## config.mk

```make
export PLATFORM = sky130hd
export DESIGN_NAME = fetch_queue
export DESIGN_NICKNAME = d
export VERILOG_FILES = /design/src/rtl/fetch_queue.sv
export SDC_FILE = /design/constraint.sdc
export NUM_CORES = 1
export LEC_CHECK = 0
export ABC_CLOCK_PERIOD_IN_PS = 4900
export CAP_MARGIN = 20
export CORE_MARGIN = 4
export CORE_UTILIZATION = 39
export CTS_BUF_LIST = sky130_fd_sc_hd__clkbuf_4 sky130_fd_sc_hd__clkbuf_8
export CTS_CLUSTER_DIAMETER = 150
export DETAILED_ROUTE_END_ITERATION = 10
export GPL_TIMING_DRIVEN = 0
export PLACE_DENSITY = 0.62
export RECOVER_POWER = 50
export SLEW_MARGIN = 20
export SYNTH_ARGS = -nofsm -noshare
export SYNTH_HDL_FRONTEND = slang
export SYNTH_SLANG_ARGS = --single-unit
```

## constraint.sdc

```tcl
create_clock -name clk -period 4.9 [get_ports clk]
set_clock_uncertainty 0.2 [all_clocks]
set_input_delay 0.735 -clock clk [delete_from_list [all_inputs] [get_ports clk]]
set_output_delay 0.735 -clock clk [all_outputs]
set_load 0.03 [all_outputs]
```

## src/rtl/fetch_queue.sv

```systemverilog
// fetch_queue: fetch-PC owner and pair FIFO between the fetch stage and decode
// Ports:
//   clk, reset             clock; synchronous active-high reset
//   fetch_pc               PC of the pair requested this cycle (pc, pc+4)
//   fd_reg                 pair returned by the fetch stage, one cycle after the request
//   flush, redirect_pc     discard everything buffered/in flight and restart at redirect_pc
//   dec_valid, dec_ready   head-of-queue handshake toward decode
//   dec_inst_a/b, dec_pc_a/b  head pair contents, zero when empty
//   full, prog_done        queue full; fetch parked past end of IROM and fully drained
package fetch_pkg;
  typedef struct packed {
    logic [31:0] inst_a;
    logic [31:0] inst_b;
    logic [31:0] pc_a;
    logic [31:0] pc_b;
  } fetch_t;
endpackage

module fetch_queue
  import fetch_pkg::*;
#(
  parameter int DEPTH = 4,
  parameter int IMEM_BYTES = 128,
  parameter logic [31:0] RESET_PC = 32'd0
) (
  input  logic        clk,
  input  logic        reset,
  output logic [31:0] fetch_pc,
  input  fetch_t      fd_reg,
  input  logic        flush,
  input  logic [31:0] redirect_pc,
  output logic        dec_valid,
  input  logic        dec_ready,
  output logic [31:0] dec_inst_a,
  output logic [31:0] dec_inst_b,
  output logic [31:0] dec_pc_a,
  output logic [31:0] dec_pc_b,
  output logic        full,
  output logic        prog_done
);
  localparam int AW = $clog2(DEPTH);
  localparam int CW = $clog2(DEPTH + 1);
  fetch_t mem [DEPTH];
  fetch_t head;
  logic [AW-1:0] wr_ptr, rd_ptr;
  logic [CW-1:0] count;
  logic [CW:0] occ;
  logic [32:0] pair_end;
  logic req_q, has_pair, issue, push, pop;
  // 33-bit sum so a PC near the top of the address space cannot wrap into range
  assign pair_end = {1'b0, fetch_pc} + 33'd4;
  assign has_pair = pair_end < 33'(IMEM_BYTES);
  // credit counts the in-flight pair; a same-cycle pop earns no credit
  assign occ = {1'b0, count} + (CW+1)'(req_q);
  assign issue = !flush && has_pair && (occ < (CW+1)'(DEPTH));
  assign push = req_q && !flush;
  assign pop = dec_valid && dec_ready && !flush;
  assign dec_valid = count != '0;
  assign full = count == CW'(DEPTH);
  assign prog_done = !has_pair && !req_q && !dec_valid;
  assign head = mem[rd_ptr];
  assign dec_inst_a = dec_valid ? head.inst_a : '0;
  assign dec_inst_b = dec_valid ? head.inst_b : '0;
  assign dec_pc_a = dec_valid ? head.pc_a : '0;
  assign dec_pc_b = dec_valid ? head.pc_b : '0;
  always_ff @(posedge clk) begin
    if (reset) begin
      fetch_pc <= RESET_PC;
      req_q <= 1'b0;
      wr_ptr <= '0;
      rd_ptr <= '0;
      count <= '0;
    end else if (flush) begin
      fetch_pc <= redirect_pc;
      req_q <= 1'b0;
      wr_ptr <= '0;
      rd_ptr <= '0;
      count <= '0;
    end else begin
      if (issue) fetch_pc <= fetch_pc + 32'd8;
      req_q <= issue;
      if (push) wr_ptr <= wr_ptr + 1'b1;
      if (pop) rd_ptr <= rd_ptr + 1'b1;
      count <= count + CW'(push) - CW'(pop);
    end
  end
  always_ff @(posedge clk) begin
    if (push) mem[wr_ptr] <= fd_reg;
  end
endmodule
```

======== Yosys cells after proc, flatten, opt, wreduce, memory -nomap -nowiden ========
Memories as Yosys holds them, arrays and structs flattened. A register that Yosys moved wholly into a read port is not among the register bits.
Cells that the tools add are included.
storage, ports and cells
  output and inout port bits .............. 163
  word-level logic and storage cells ...... 40
  register bits after elaboration ......... 40
  memories kept ........................... 1
  RAM bits ................................ 512
  input port bits ......................... 164
cells by class
  eq/ne operators ......................... 1
  reduce and logical (&&, ||, !) cells .... 14
  muxes and demuxes ....................... 10
  add/subtract/negate cells ............... 7
  magnitude comparators ................... 2
memories
  name  words  bits a word  read ports  clocked after memory_dff  wr ports  RTL line  source
  mem   4      128          1           1                         1         43        fetch_t mem [DEPTH];
operators with widths
  cell                                                                    count
  32-bit two-way mux                                                      6
  32-bit by 3-bit adder with 33-bit output (second input constant)        1
  33-bit by 8-bit < comparator with 1-bit output (second input constant)  1
  32-bit by 4-bit adder with 32-bit output (second input constant)        1
  1-bit logical AND                                                       7
  2-bit by 1-bit adder with 2-bit output (second input constant)          2
  3-bit by 1-bit adder with 4-bit output                                  1
  1-bit zero test                                                         4
  4-bit by 3-bit < comparator with 1-bit output (second input constant)   1
  2-bit two-way mux                                                       2
  3-bit by 1-bit adder with 3-bit output                                  1
  3-bit equality test (second input constant)                             1
  3-bit nonzero test                                                      1
  3-bit by 1-bit subtractor with 3-bit output                             1
  1-bit two-way mux                                                       2
  2-bit nonzero test                                                      1
  2-bit OR reduction                                                      1

======== Depth between registers and ports, before layout ========
  depth in word-level cells ............... 6
  depth in mapped cells ................... 11

======== Least setup slack after synthesis ========
OpenSTA, ideal clock, no wires.
  path type ............................... input port to flip-flop
  from .................................... in flush
  to ...................................... mem mem[0][0] in the netlist's numbering, enable pin
  stages .................................. 4
  arrival ................................. 4.305 ns
  path buffers ............................ 2
  path slack .............................. -0.108 ns
  setup time .............................. 0.503 ns
  required time ........................... 4.197 ns
  path through ............................ clkbuf_1 inv_1 clkbuf_1 and3_1
on the way
  cells in the longest elaborated chain, start to end .. 4
ends and longest elaborated chain
  what                                     RTL line  source
  start: declaration                       30        input logic flush,
  1-bit zero test                          56        assign push = req_q && !flush;
  1-bit logical AND                        56
  1-bit two-way mux                        88        if (push) mem[wr_ptr] <= fd_reg;
  1-bit two-way mux (implied by the code)  88
  end: declaration                         43
No other way between the ends.

==> key figures <==
Power and ir drop
  • Max rail drop VDD: 0.000252 V
  • PwrDens: 334 nW/µm²
  • Leakage: 8.97 nW

Placement
  • Port bufs: 325
  • Placed Area: 26300 µm²
  • Pre-CTS setup slack: 0.628 ns
  • GPL Wtd Cong: 0.797
  • HPWL after DPL: 33200 µm

Finish
  • Nets@finish: 1700
  • Fillers: 4531
  • Final core occ: 50.8%
  • Area grow syn2layout: 28.7%
  • Post-Layout Inst Area: 28100 µm²
  • Fraction of layout cells with a size suffix above 1: 19.2%

Global routing
  • Initial antenna violation count: 19
  • Overall Global Routing Usage: 16.8%
  • Vias in the first global route: 12600
  • First-pass GRT wire length: 76500 µm
  • Pin count of the biggest net entering global routing: 44
  • Total congestion overflow: 0

CTS
  • CTS Root Cell: clkbuf_8
  • CTS Hold Bufs: 0
  • Clock Tree Buf Depth: 3
  • CTS tree: built
  • Worst skew pair latency: 0.66 ns
  • CTS buffer count: 92
  • TritonCTS Sinks: 554
  • CTS H-tree lvls: 3
  • Worst-path clk slew: 0.06 ns

STA
  • Post-route setup slack: 0.358 ns
  • Unrepaired setup endpoints after global routing: no
  • Setup violators final: 0
  • Setup_tns: 0 ns
  • Relative slew slack: -46.2%
  • Min Tclk post-route: 4.54 ns
  • Final number of hold-violating endpoints: 0
  • Part of the cycle the worst path needs: 92.7%
  • Worst-Margin Slew: 2.19 ns
  • Fmax: 220 MHz
  • Max-slew violation count: 106

Die
  • Initial core utilization: 39.5%
  • Core Footprint: 55200 µm²
  • Row count: 86
  • Die Ht: 244 µm
  • I/O pins: 327
  • Die area: 59700 µm²
  • Die width: 244 µm

Synth
  • Number of flops mapped to enable cells by yosys: 512
  • Synth area leaders: edfxtp_1, mux4_2, dfxtp_1
  • Synth Instances: 1096
  • Ys flop type: edfxtp_1
  • Synth Register Bits: 554
  • Syn_area_per_cell: 19.9 µm²
  • Yosys cell types: 64
  • Top-count cell post-synth: edfxtp_1
  • Post-synth top cells: edfxtp_1, and2_1, mux4_2, dfxtp_1, nor2_1
  • Syn_nets: 1269
  • Dominant cell type by area after synthesis: edfxtp_1
  • Yosys Warn Count: 0
  • Sequential share of the synthesized area: 74.4%
  • Top cell type's share of synthesized area: 70.5%
  • Post-synth ARST share: 0%
  • Syn Std Cell Area: 21800 µm²

Detailed routing
  • Initial DRC Count: 658
  • Detailed-route vias per instance: 5.01
  • Drt first pass iters: 7
  • Residual DRC count: 0
  • Drt wl/cell: 21.5 µm
  • Total Wirelength: 50600 µm
  • DR vias: 11800
  • Routed Antenna Nets: 0

Outcome
  • Status: finished with violations
  • Failing checks: capacitance limit, slew limit

Worst setup path
  • Arrival @ worst endpoint: 3.61 ns
  • Reg2reg setup slack: 0.80 ns
  • WS Path Type: reg -> out
  • Worst R2R End: mem[1][126]$_DFFE_PP_
  • Worst reg2reg path depth: 4
  • Worst Setup EP: dec_inst_b[23]
  • Worst setup EP type: output pin
  • Req. time, crit path: 3.96 ns
  • R2r startpoint: req_q$_SDFF_PP0_
  • Crit path max fanout: 10
  • Crit start category: flop

Job
  • Total of max-cap violations: 4

Min path
  • Hold Crit Class: reg -> reg
  • Hold depth: 2
## cell usage in the layout (no fill, tap or decap), types with 10 or more instances in the layout
master             n
and2_1           129
and3_1            11
buf_1             15
clkbuf_1          33
clkbuf_4          37
clkbuf_8          92
clkdlybuf4s50_1  196
clkinv_1          25
dfxtp_1           42
diode_2           10
dlygate4sd3_1    128
edfxtp_1         512
inv_1             12
mux2i_1           28
mux4_2           128
nand3_1           10
nand4_1           10
nor2_1            41
## final cells by class
| type | count | area, µm² | share of cell area [%] |
|---|---|---|---|
| diodes | 10 | 25.0 | 0.0892 |
| plain buffers | 56 | 226 | 0.807 |
| clock buffers | 129 | 1540 | 5.50 |
| clock inverters | 35 | 203 | 0.722 |
| inverters | 12 | 45.0 | 0.161 |
| multi-input cells | 474 | 5330 | 19.0 |
| flip-flops and latches | 554 | 16200 | 57.8 |
| well taps | 748 | 936 | 3.34 |
| repair buffers | 337 | 3540 | 12.6 |
## how the worst min path moves through the flow
stage | endpoint | slack [ns] | start
after floorplan | flop | 0.28 | rd_ptr[1]$_SDFFE_PP0P_
after global placement | fetch_pc[0]$_SDFFE_PP0P_ | 0.27 | fetch_pc[0]$_SDFFE_PP0P_
after detailed placement | fetch_pc[1]$_SDFFE_PP0P_ | 0.28 | fetch_pc[1]$_SDFFE_PP0P_
after CTS | fetch_pc[1]$_SDFFE_PP0P_ | 0.30 | fetch_pc[1]$_SDFFE_PP0P_
after global routing | fetch_pc[1]$_SDFFE_PP0P_ | 0.32 | fetch_pc[1]$_SDFFE_PP0P_
final | fetch_pc[1]$_SDFFE_PP0P_ | 0.30 | fetch_pc[1]$_SDFFE_PP0P_
## report_power, final
part,leakage [nW],switching [mW],internal (mW)
Combinational,3.10,0.157,0.161
Clock,0.925,1.80,2.05
Sequential,4.94,0.0335,5.18
## per-layer routing
metal	up-vias	global-route usage (%)	part of all wire, %
met5	-	0	0.26
met4	20	4.67	2.1
met3	97	6.27	7.7
met2	350	27.6	49
met1	5984	21.2	41
li1	5340	-	-
## cells by family (layout without fill, tap and decap cells)
logic type	count (synthesis)	after routing	share of synthesized area [%]
AOI/OAI and AO/OA	47	47	1.76
xor gates and xnor gates	10	10	0.402
adders and majority gates	9	9	0.551
buffers and inverters	68	569	1.19
DFF	554	554	74.4
muxes	156	156	14.5
other	0	10	0
and+or+nand+nor	252	252	7.19
## registers in the layout, summed over array words and instances, names as in the netlist, named ones only
| signal | flops |
|---|---|
| count | 3 |
| fetch_pc | 32 |
| mem | 512 |
| rd_ptr | 2 |
| req_q | 1 |
| wr_ptr | 2 |
## per-stage QoR
| stage | instances | hold WS, ns | power, mW |
|---|---|---|---|
| floorplan | 1096 | 0.285 | 5.41 |
| global placement | 2169 | 0.275 | 5.64 |
| finish | 2355 | 0.298 | 9.38 |
| CTS | 2345 | 0.300 | 9.53 |
| detailed placement | 2181 | 0.283 | 5.65 |
| global route | 2346 | 0.325 | 9.75 |
## critical path: stages (launching register included)
cell	delay, ns
dfxtp_1	0.33
clkbuf_2	0.43
buf_1	0.74
mux4_2	0.63
and2_1	0.21
clkdlybuf4s50_1	0.60
## repair_timing
item,4_1_cts,5_1_grt
gates resized for setup,2,2
endpoints found under the setup margin,20,1
setup buffers,0,0
Power figures use the tool's default switching activity.
